==> src/rtl/axi_lite_read_arbiter.sv <==
// AXI4-Lite read-channel arbiter: NUM_MASTERS read masters share one slave.
// One read is outstanding at a time. The controller moves IDLE -> ADDR -> DATA.
// Masters are granted in round-robin order, starting after the last served master.
//
// Ports
//   ACLK, ARESETn                   clock; synchronous active-HIGH reset
//   S_AR* / S_R*                    per-master read-address and read-data channels
//                                   (address fields are packed, master i in slice i;
//                                   data and response are broadcast to all masters)
//   M_AR* / M_R*                    shared slave read-address and read-data channels
//   GRANT_ID                        index of the master that owns the channel
//   BUSY                            high while a read is in flight (state not IDLE)
module axi_lite_read_arbiter #(
  parameter int unsigned NUM_MASTERS = 4,
  parameter int unsigned ADDR_WIDTH  = 32,
  parameter int unsigned DATA_WIDTH  = 32
) (
  input  logic                              ACLK,
  input  logic                              ARESETn,
  input  logic [NUM_MASTERS-1:0]            S_ARVALID,
  output logic [NUM_MASTERS-1:0]            S_ARREADY,
  input  logic [NUM_MASTERS*ADDR_WIDTH-1:0] S_ARADDR,
  input  logic [NUM_MASTERS*3-1:0]          S_ARPROT,
  output logic [NUM_MASTERS-1:0]            S_RVALID,
  input  logic [NUM_MASTERS-1:0]            S_RREADY,
  output logic [DATA_WIDTH-1:0]             S_RDATA,
  output logic [1:0]                        S_RRESP,
  output logic                              M_ARVALID,
  input  logic                              M_ARREADY,
  output logic [ADDR_WIDTH-1:0]             M_ARADDR,
  output logic [2:0]                        M_ARPROT,
  input  logic                              M_RVALID,
  output logic                              M_RREADY,
  input  logic [DATA_WIDTH-1:0]             M_RDATA,
  input  logic [1:0]                        M_RRESP,
  output logic [$clog2(NUM_MASTERS)-1:0]    GRANT_ID,
  output logic                              BUSY
);

  localparam int unsigned GW = $clog2(NUM_MASTERS);

  typedef enum logic [1:0] {IDLE, ADDR, DATA} state_t;

  state_t                state_q, state_d;
  logic [GW-1:0]         rr_ptr_q, rr_ptr_d;
  logic [GW-1:0]         grant_q, grant_d;
  logic [ADDR_WIDTH-1:0] araddr_q, araddr_d;
  logic [2:0]            arprot_q, arprot_d;

  logic [GW-1:0]         win;
  logic                  any_req;
  logic [GW-1:0]         cand;
  int unsigned           idx;
  logic [GW-1:0]         grant_next;

  logic [ADDR_WIDTH-1:0] addr_arr [NUM_MASTERS];
  logic [2:0]            prot_arr [NUM_MASTERS];

  always_comb begin
    for (int unsigned i = 0; i < NUM_MASTERS; i++) begin
      addr_arr[i] = S_ARADDR[i*ADDR_WIDTH +: ADDR_WIDTH];
      prot_arr[i] = S_ARPROT[i*3 +: 3];
    end
  end

  // Round-robin search: start at rr_ptr_q, go up, and wrap to 0.
  // The first requester found is the winner.
  always_comb begin
    win     = '0;
    any_req = 1'b0;
    idx     = 0;
    cand    = '0;
    for (int unsigned i = 0; i < NUM_MASTERS; i++) begin
      idx  = (32'(rr_ptr_q) + i) % NUM_MASTERS;
      cand = GW'(idx);
      if (!any_req && S_ARVALID[cand]) begin
        any_req = 1'b1;
        win     = cand;
      end
    end
  end

  assign grant_next = (grant_q == GW'(NUM_MASTERS - 1)) ? '0 : grant_q + GW'(1);

  always_comb begin
    state_d   = state_q;
    rr_ptr_d  = rr_ptr_q;
    grant_d   = grant_q;
    araddr_d  = araddr_q;
    arprot_d  = arprot_q;
    S_ARREADY = '0;
    S_RVALID  = '0;
    M_RREADY  = 1'b0;
    unique case (state_q)
      IDLE: begin
        if (any_req) begin
          // Reset takes priority: while reset is high, no address is accepted.
          S_ARREADY[win] = !ARESETn;
          grant_d        = win;
          araddr_d       = addr_arr[win];
          arprot_d       = prot_arr[win];
          state_d        = ADDR;
        end
      end
      ADDR: begin
        if (M_ARREADY) state_d = DATA;
      end
      DATA: begin
        // The data handshake is also blocked during reset. A read that is
        // cut off by reset is therefore never completed to any master.
        M_RREADY           = S_RREADY[grant_q] && !ARESETn;
        S_RVALID[grant_q]  = M_RVALID && !ARESETn;
        if (M_RVALID && S_RREADY[grant_q]) begin
          state_d  = IDLE;
          rr_ptr_d = grant_next;
        end
      end
      default: state_d = IDLE;
    endcase
  end

  always_ff @(posedge ACLK) begin
    if (ARESETn) begin
      state_q  <= IDLE;
      rr_ptr_q <= '0;
      grant_q  <= '0;
      araddr_q <= '0;
      arprot_q <= '0;
    end else begin
      state_q  <= state_d;
      rr_ptr_q <= rr_ptr_d;
      grant_q  <= grant_d;
      araddr_q <= araddr_d;
      arprot_q <= arprot_d;
    end
  end

  assign M_ARVALID = (state_q == ADDR);
  assign M_ARADDR  = araddr_q;
  assign M_ARPROT  = arprot_q;
  assign S_RDATA   = M_RDATA;
  assign S_RRESP   = M_RRESP;
  assign GRANT_ID  = grant_q;
  assign BUSY      = (state_q != IDLE);

endmodule
==> config.mk <==
export PLATFORM = sky130hd
export DESIGN_NAME = axi_lite_read_arbiter
export DESIGN_NICKNAME = d
export VERILOG_FILES = /design/src/rtl/axi_lite_read_arbiter.sv
export SDC_FILE = /design/constraint.sdc
export NUM_CORES = 1
export LEC_CHECK = 0
export BUFFER_PORTS_ARGS = -buffer_cell sky130_fd_sc_hd__buf_2
export CAP_MARGIN = 20
export CORE_ASPECT_RATIO = 0.5
export CORE_MARGIN = 2
export CORE_UTILIZATION = 40
export CTS_CLUSTER_DIAMETER = 80
export DETAILED_ROUTE_END_ITERATION = 7
export MAX_ROUTING_LAYER = met4
export PLACE_DENSITY = 0.82
export REMOVE_ABC_BUFFERS = 1
export SLEW_MARGIN = 30
export SYNTH_ARGS = -nofsm -noshare
export SYNTH_HDL_FRONTEND = slang
export SYNTH_SLANG_ARGS = --single-unit
==> constraint.sdc <==
create_clock -name ACLK -period 1.9 [get_ports ACLK]
set_input_delay 0.285 -clock ACLK [delete_from_list [all_inputs] [get_ports ACLK]]
set_output_delay 0.285 -clock ACLK [all_outputs]
set_load 0.05 [all_outputs]
== After elaboration in Yosys (flattened, before gate mapping) ==
Index checks and enable logic that the tools add are counted.
Operators by class
  add/sub/neg operators: 4
  $lt $le $gt $ge: 9
  bitwise operators: 3
  mux-type cells: 37
  eq/ne operators: 6
  reductions and logical operators: 17
Operators with widths (count)
  32-bit binary-select mux with 2-bit select: 1
  32-bit 2-to-1 mux: 2
  2-bit by 3-bit < comparator with 1-bit output, second input constant: 6
  2-bit 2-to-1 mux: 8
  1-bit 2-to-1 mux: 12
  4-bit 2-to-1 mux: 3
  1-bit binary-select mux with 2-bit select: 5
  4-bit bitwise AND: 2
  1-bit logical AND: 8
  3-bit binary-select mux with 2-bit select: 1
  3-bit 2-to-1 mux: 2
  2-bit one-hot mux with 3 select lines: 1
  2-bit by 1-bit adder with 2-bit output, second input constant: 2
  2-bit adder, second input constant: 2
  1-bit demux with 2-bit select: 2
  2-bit == test, second input constant: 2
  2-bit by 1-bit greater-or-equal comparator with 1-bit output, second input constant: 2
  1-bit zero test: 4
  2-bit inequality test, second input constant: 2
  2-bit AND reduction: 2
  3-bit greater-or-equal comparator, second input constant: 1
  2-bit NOT with 3-bit output: 1
  3-bit AND reduction: 1
  2-bit by 1-bit == test with 1-bit output, second input constant: 1
  other kinds (3): 3
Storage, ports and cells
  register bits: 41
  output and inout port bits: 82
  logic and storage cells: 81
  bits of input ports: 186

== Logic depth before layout (Yosys ltp) ==
Gate-level depths: netlist of the first run.
  word-level depth: 19
  mapped depth: 7
  mapped depth without buffers: 4

== Worst setup path before layout of the first run ==
No wires, ideal clock.
  path type: input -> output
  start point: in S_ARVALID[2]
  end point: out S_ARREADY[0]
  buffers on the path: 2
  slack: -756 ps
  stages: 5
  arrival: 2371 ps
  data required time: 1615 ps
  cell sequence: buf_6 -> or3_4 -> o211ai_2 -> buf_2 -> nor3b_1
Between the ends
  cells in the longest elaborated chain, start to end: 19
  elaborated cells on any way between the ends: 30
  classes of those cells: order compare: 2; mux: 20; bitwise: 1; reduce/logical: 7
RTL lines
  start: declaration: line 20  | input logic [NUM_MASTERS-1:0] S_ARVALID,
  1-bit binary-select mux with 2-bit select: line 76  | if (!any_req && S_ARVALID[cand]) begin
  1-bit 2-to-1 mux (implied by the code): line 76
  1-bit 2-to-1 mux: line 76
  1-bit zero test: line 76
  1-bit logical AND: line 76
  1-bit 2-to-1 mux: line 76
  1-bit zero test: line 76
  1-bit logical AND: line 76
  [... 3 more ...]
  2-bit 2-to-1 mux: line 76
  2-bit by 3-bit < comparator with 1-bit output (implied by the code) or 2-bit by 1-bit greater-or-equal comparator with 1-bit output (tied branches): line 98  | S_ARREADY[win] = !ARESETn;
  1-bit logical AND (implied by the code): line 98
  1-bit 2-to-1 mux (implied by the code): line 98
  1-bit demux with 2-bit select: line 98
  4-bit bitwise AND (no line)
  4-bit 2-to-1 mux *: line 96  | if (any_req) begin
  4-bit 2-to-1 mux *: line 94  | unique case (state_q)
  end: declaration: line 21  | output logic [NUM_MASTERS-1:0] S_ARREADY,
Mark *: on every way between the ends. The rest lies on a longest branch, timed or not. The select of a mux whose other input is x is not followed.

== Final worst setup path of the first run ==
  start point: reg rr_ptr_q[1]
  end point: out S_ARREADY[1]
Between the ends
  cells in the longest elaborated chain, start to end: 19
  elaborated cells on any way between the ends: 33
  classes of those cells: add/sub: 3; order compare: 2; mux: 20; bitwise: 1; reduce/logical: 7
RTL lines
  start: declaration: line 45  | logic [GW-1:0] rr_ptr_q, rr_ptr_d;
  start signal: assignment: line 131  | rr_ptr_q <= rr_ptr_d;
  parallel branches: the longest is 17 deep, another holds 2-bit by 3-bit < comparator with 1-bit output
  4-bit 2-to-1 mux *: line 96
  4-bit 2-to-1 mux *: line 94
Every way passes the cells marked *. The select of a mux whose other input is x is not followed.

==> results.json, run 1 <==
{
  "antenna_cells": 0,
  "slew_headroom_pct": 74.8,
  "die_area_mm2": 0.00942,
  "gp_congestion": 0.922,
  "hold_path_depth": 3,
  "die_w_um": 135,
  "clkLatencyLatePin_ns": 0.29,
  "clkTransAtPathRegs_ns": 0.06,
  "postCtsSetupRepairBufs": 0,
  "synthMuxAreaShare_pct": 1.23,
  "wl_um": 15000,
  "totalPowerFinal_mw": 3.29,
  "multi_input_area_mm2": 0.00211,
  "fin_crit_sh_pct": 97.2,
  "power.leakage_nw": 2.20,
  "final-seq-area_um2": 827,
  "synth_compound_area_share_pct": 34.2,
  "drive_gt1_share_pct": 39.8,
  "final_antenna_net_count": 0,
  "netlist_area_mm2": 0.00345,
  "grt_use_total_pct": 31.7,
  "cts_buffers": 5,
  "drv_cap": 0,
  "fmax_mhz": 542,
  "grt_first_pass_wirelength_um": 22400,
  "hold_class": "in2reg",
  "synth_top_area_cell": "dfxtp_1",
  "synth_edf_count": 0,
  "pre_cts_ws_ns": 0.109,
  "critPathCaptureType": "output pin",
  "setup_violations": 0,
  "synth_top_family_by_area": "compound AO/OA/AOI/OAI gates",
  "start_kind": "register",
  "rsz0062_at_grt": "no",
  "setup_tns_ns": 0,
  "final-hold-violation-count": 0,
  "clockBufferDepth": 2,
  "design_area_mm2": 0.00452,
  "cts_hold_repair.buffers": 0,
  "outcome": "finished, final reports clean",
  "worstPathArrival_ns": 1.56,
  "crit_type": "reg2out",
  "ys_seq_elements": 41,
  "syn_inst": 477,
  "worst_r2r_path_depth": 5,
  "p_per_area_mw_per_mm2": 728,
  "synth-async-reset-ratio_pct": 0,
  "routed-via-count": 4370,
  "rows": 23,
  "tritoncts": "done",
  "skew_ns": 0.00293,
  "synth_top_area_share_pct": 23.8,
  "portBuffers": 199,
  "io_pins": 268,
  "cts.htree.levels": 2,
  "drtIter0Drc": 572,
  "hpwl_um": 11300,
  "drtPass1Iterations": 6,
  "worst-path-max-fanout": 12,
  "viasPerCell": 5.92,
  "synth_cell_types": 39,
  "vdd_drop_max_uv": 381,
  "synth-xor-area-share_pct": 0,
  "wl_per_cell_um": 20.3,
  "yosys_warnings": 0,
  "required_ns": 1.62,
  "clock_sinks": 41,
  "drc": 0,
  "first_global_vias": 4088,
  "fp.dieH_um": 69.6,
  "syn2layout_area_growth_pct": 31.1,
  "final_nets": 816,
  "yosysSeqAreaShare_pct": 23.8,
  "ctsRootBufferMaster": "clkbuf_16",
  "avgSynthCellArea_um2": 7.23,
  "num-fill-cells": 798,
  "fin_util_pct": 55.3,
  "tightestPinTransition_ns": 0.378,
  "fin_crit_ns": 1.85,
  "grt_max_degree": 47,
  "antenna_found_initial": 0,
  "drv_slew": 0,
  "synthFlopType": "dfxtp_1",
  "synth-simple-area-share_pct": 23.9,
  "placed_area_mm2": 0.00434,
  "grt-ovfl-total": 0,
  "synth_area_leaders": "dfxtp_1 24%, a211oi_1 15%, a311oi_1 8.4%, nand2_1 8.1%, buf_4 7.4%",
  "synth-adder-area-share_pct": 1.45,
  "core_mm2": 0.00817,
  "floorplan.initialDensity_pct": 42.2,
  "setup_slack_ns": 0.0537
}
[path summary, 6_finish.rpt]
kind | from | to | slack [ns]
worst min-delay path | M_ARREADY | state_q[1]$_SDFFE_PP0P_ | 0.24
worst max-delay path | rr_ptr_q[1]$_SDFFE_PP0P_ | S_ARREADY[1] | 0.05
worst min register to register | M_ARADDR[18]$_SDFFE_PP0P_ | M_ARADDR[18]$_SDFFE_PP0P_ | 0.50
worst max register to register | rr_ptr_q[1]$_SDFFE_PP0P_ | M_ARADDR[0]$_SDFFE_PP0P_ | 0.20
[layer usage]
layer	routed length (um)	global-route usage, %
met5	0	-
met4	388	9.49
met3	2320	19.1
met2	6420	44.4
met1	5890	37.8
[stage by stage]
step           hold WS, ns  std cells
2_1_floorplan        0.353        392
3_3_place_gp         0.484        731
3_5_place_dp         0.488        731
4_1_cts              0.237        738
5_1_grt              0.260        738
6_report             0.242        738
[timing repair]
item	4_1_cts	5_1_grt
endpoints found under the setup margin	4	9
gates resized for setup	4	12
endpoints found under the hold margin	0	0
[flip-flops by register name, indices dropped and copies added (netlist names)]
register and flops:
M_ARPROT 3, state_q 2, GRANT_ID 2, rr_ptr_q 2
M_ARADDR 32
[worst max-delay path: stages, from the launching register on]
cell,delay [ns]
dfxtp_2,0.39
a21o_1,0.20
a211oi_1,0.26
nor3b_2,0.24
buf_6,0.18
[area by class of cell]
class	count	area share, %
clock buffer	7	3.16
inverter	6	0.498
multi-input combinational	345	46.8
sequential	41	18.3
tap	112	3.10
timing repair buffer	227	28.2
[cell families after synthesis]
group / count (synthesis)
AOI/OAI and AO/OA: 162
adders and majority gates: 4
buffers and inverters: 91
DFF: 41
muxes: 3
and+or+nand+nor: 176
[placed cells by master (no fill, tap or decap), types with 5 or more instances in the layout]
master,n
a211oi_1,71
a21oi_1,9
a311oi_1,33
and3_1,35
buf_2,194
buf_4,28
clkbuf_16,5
dfxtp_1,38
inv_1,6
nand2_1,74
nand2b_1,6
nor2_1,42
o21ai_0,35
[cells in the mapped netlist, types with 2 or more instances]
cell,number
a211oi_1,71
a21oi_1,9
a311oi_1,33
a311oi_2,2
and2_1,4
and3_1,35
buf_2,19
buf_4,34
buf_6,5
clkbuf_1,26
dfxtp_1,41
ha_1,4
inv_1,6
mux2i_1,2
nand2_1,74
nand2b_1,6
nand4b_1,2
nor2_1,42
nor2b_1,2
nor3_1,2
nor3b_1,4
o21a_1,3
o21ai_0,35
[power breakdown]
part / switching (mW) / internal [mW] / leakage (nW)
Sequential: 0.0633 / 0.972 / 0.342
Combinational: 0.917 / 0.461 / 1.79
Clock: 0.360 / 0.517 / 0.0700
Note: power is estimated with default switching activity, not from simulation.
==> inputs of run 2 (changes only) <==
- CORE_UTILIZATION: 40 -> 41
- PLACE_DENSITY: 0.82 -> 0.84
==> results.json, run 2 (synthesized netlist as in run 1, its figures left out) <==
{
  "final_nets": 817,
  "cts.htree.levels": 2,
  "grt_max_degree": 39,
  "num-fill-cells": 780,
  "drtIter0Drc": 646,
  "drv_cap": 0,
  "outcome": "finished, final reports clean",
  "power.leakage_nw": 2.20,
  "portBuffers": 199,
  "layout_commonest_cell": "buf_2",
  "postCtsSetupRepairBufs": 0,
  "clockBufferDepth": 2,
  "hold_path_depth": 3,
  "worst_r2r_path_depth": 5,
  "drc": 0,
  "drtPass1Iterations": 6,
  "largest_reg_flops": 32,
  "crit_start": "GRANT_ID[0]$_SDFFE_PP0P_",
  "required_ns": 1.62,
  "clkLatencyLatePin_ns": 0.28,
  "worst-path-max-fanout": 3,
  "worstPathArrival_ns": 1.57,
  "cts_buffers": 5,
  "final-hold-violation-count": 0,
  "grt_first_pass_wirelength_um": 22000,
  "cts_resized": 5,
  "cts_hold_repair.buffers": 0,
  "ctsRootBufferMaster": "clkbuf_16",
  "drive_gt1_share_pct": 39.9,
  "wl_um": 15500,
  "skew_ns": 0.00506,
  "setup_tns_ns": 0,
  "fin_util_pct": 55.9,
  "setup_violations": 0,
  "grt_use_total_pct": 32.5,
  "antenna_found_initial": 0,
  "antenna_cells": 0,
  "clkTransAtPathRegs_ns": 0.06,
  "totalPowerFinal_mw": 3.30,
  "fin_crit_sh_pct": 97.4,
  "crit_cells": 3,
  "stdcell_count": 739,
  "hold_class": "in2reg",
  "fmax_mhz": 540,
  "fp.dieH_um": 68.8,
  "drv_slew": 0,
  "p_per_area_mw_per_mm2": 729,
  "io_pins": 268,
  "tightestPinTransition_ns": 0.353,
  "final_antenna_net_count": 0,
  "crit_type": "reg2out",
  "start_kind": "register",
  "path_cells": "mux4_2 > nor3b_1 > buf_2",
  "die_area_mm2": 0.00920,
  "gp_congestion": 0.927,
  "first_global_vias": 4045,
  "routed-via-count": 4542,
  "syn2layout_area_growth_pct": 31.2,
  "die_w_um": 134,
  "dp_cells": 732,
  "cp.buffers_inverters": 1,
  "wl_per_cell_um": 20.9,
  "rr_startpoint": "rr_ptr_q[1]$_SDFFE_PP0P_",
  "tritoncts": "done",
  "clock_sinks": 41,
  "min_from": "M_ARREADY",
  "cp_top_family": "multiplexers",
  "viasPerCell": 6.15,
  "core_mm2": 0.00809,
  "critPathCaptureType": "output pin",
  "grt-ovfl-total": 0,
  "cp_slowest_cell": "mux4_2",
  "layout_common_cells": "195 x buf_2, 74 x nand2_1, 71 x a211oi_1, 41 x nor2_1, 39 x dfxtp_1",
  "rows": 23,
  "slew_headroom_pct": 76.3,
  "cpPeakStageDelay_ns": 0.54,
  "hpwl_um": 11500,
  "floorplan.initialDensity_pct": 42.6,
  "vdd_drop_max_uv": 358,
  "fin_crit_ns": 1.85
}
[run 2: through the flow]
stage	setup slack, ns	hold slack [ns]	cell area, um^2
floorplan	-1.09	0.353	2940
global placement	0.122	0.484	4350
detailed placement	0.0963	0.491	4350
CTS	0.0237	0.246	4500
global route	-0.0223	0.259	4520
finish	0.0493	0.250	4520
[run 2: metal layers]
| layer | vias to the layer above | wire [um] | track usage, % |
|---|---|---|---|
| li1 | 2012 | - | - |
| met1 | 2082 | 5820 | 37.8 |
| met2 | 372 | 6590 | 47.5 |
| met3 | 76 | 2660 | 20.1 |
| met4 | 0 | 397 | 8.38 |
| met5 | - | 0 | - |
[run 2: path summary, 6_finish.rpt]
kind                               end  slack (ns)
max reg2reg   M_ARADDR[6]$_SDFFE_PP0P_        0.24
max                           M_RREADY        0.05
min            state_q[1]$_SDFFE_PP0P_        0.25
min reg2reg  M_ARADDR[10]$_SDFFE_PP0P_        0.50
[run 2: cell type report]
class	instances	area [um^2]	share of cell area, %
tap	112	140	3.10
multi-input combinational	345	2120	46.8
timing repair buffer	228	1270	28.2
inverter	6	22.5	0.498
sequential	41	826	18.3
clock buffer	7	143	3.15
[run 2: where the power goes]
group	internal [mW]	switching (mW)	total, mW
clock network	0.517	0.359	0.876
registers	0.971	0.0605	1.03
logic	0.461	0.927	1.39
[run 2: worst reg2reg max path, cell delays in order, from the launching register on]
cell and delay, ns:
dfxtp_4 0.38, o21bai_2 0.26, buf_4 0.22, and3_1 0.19
a211oi_1 0.36, a311oi_1 0.14
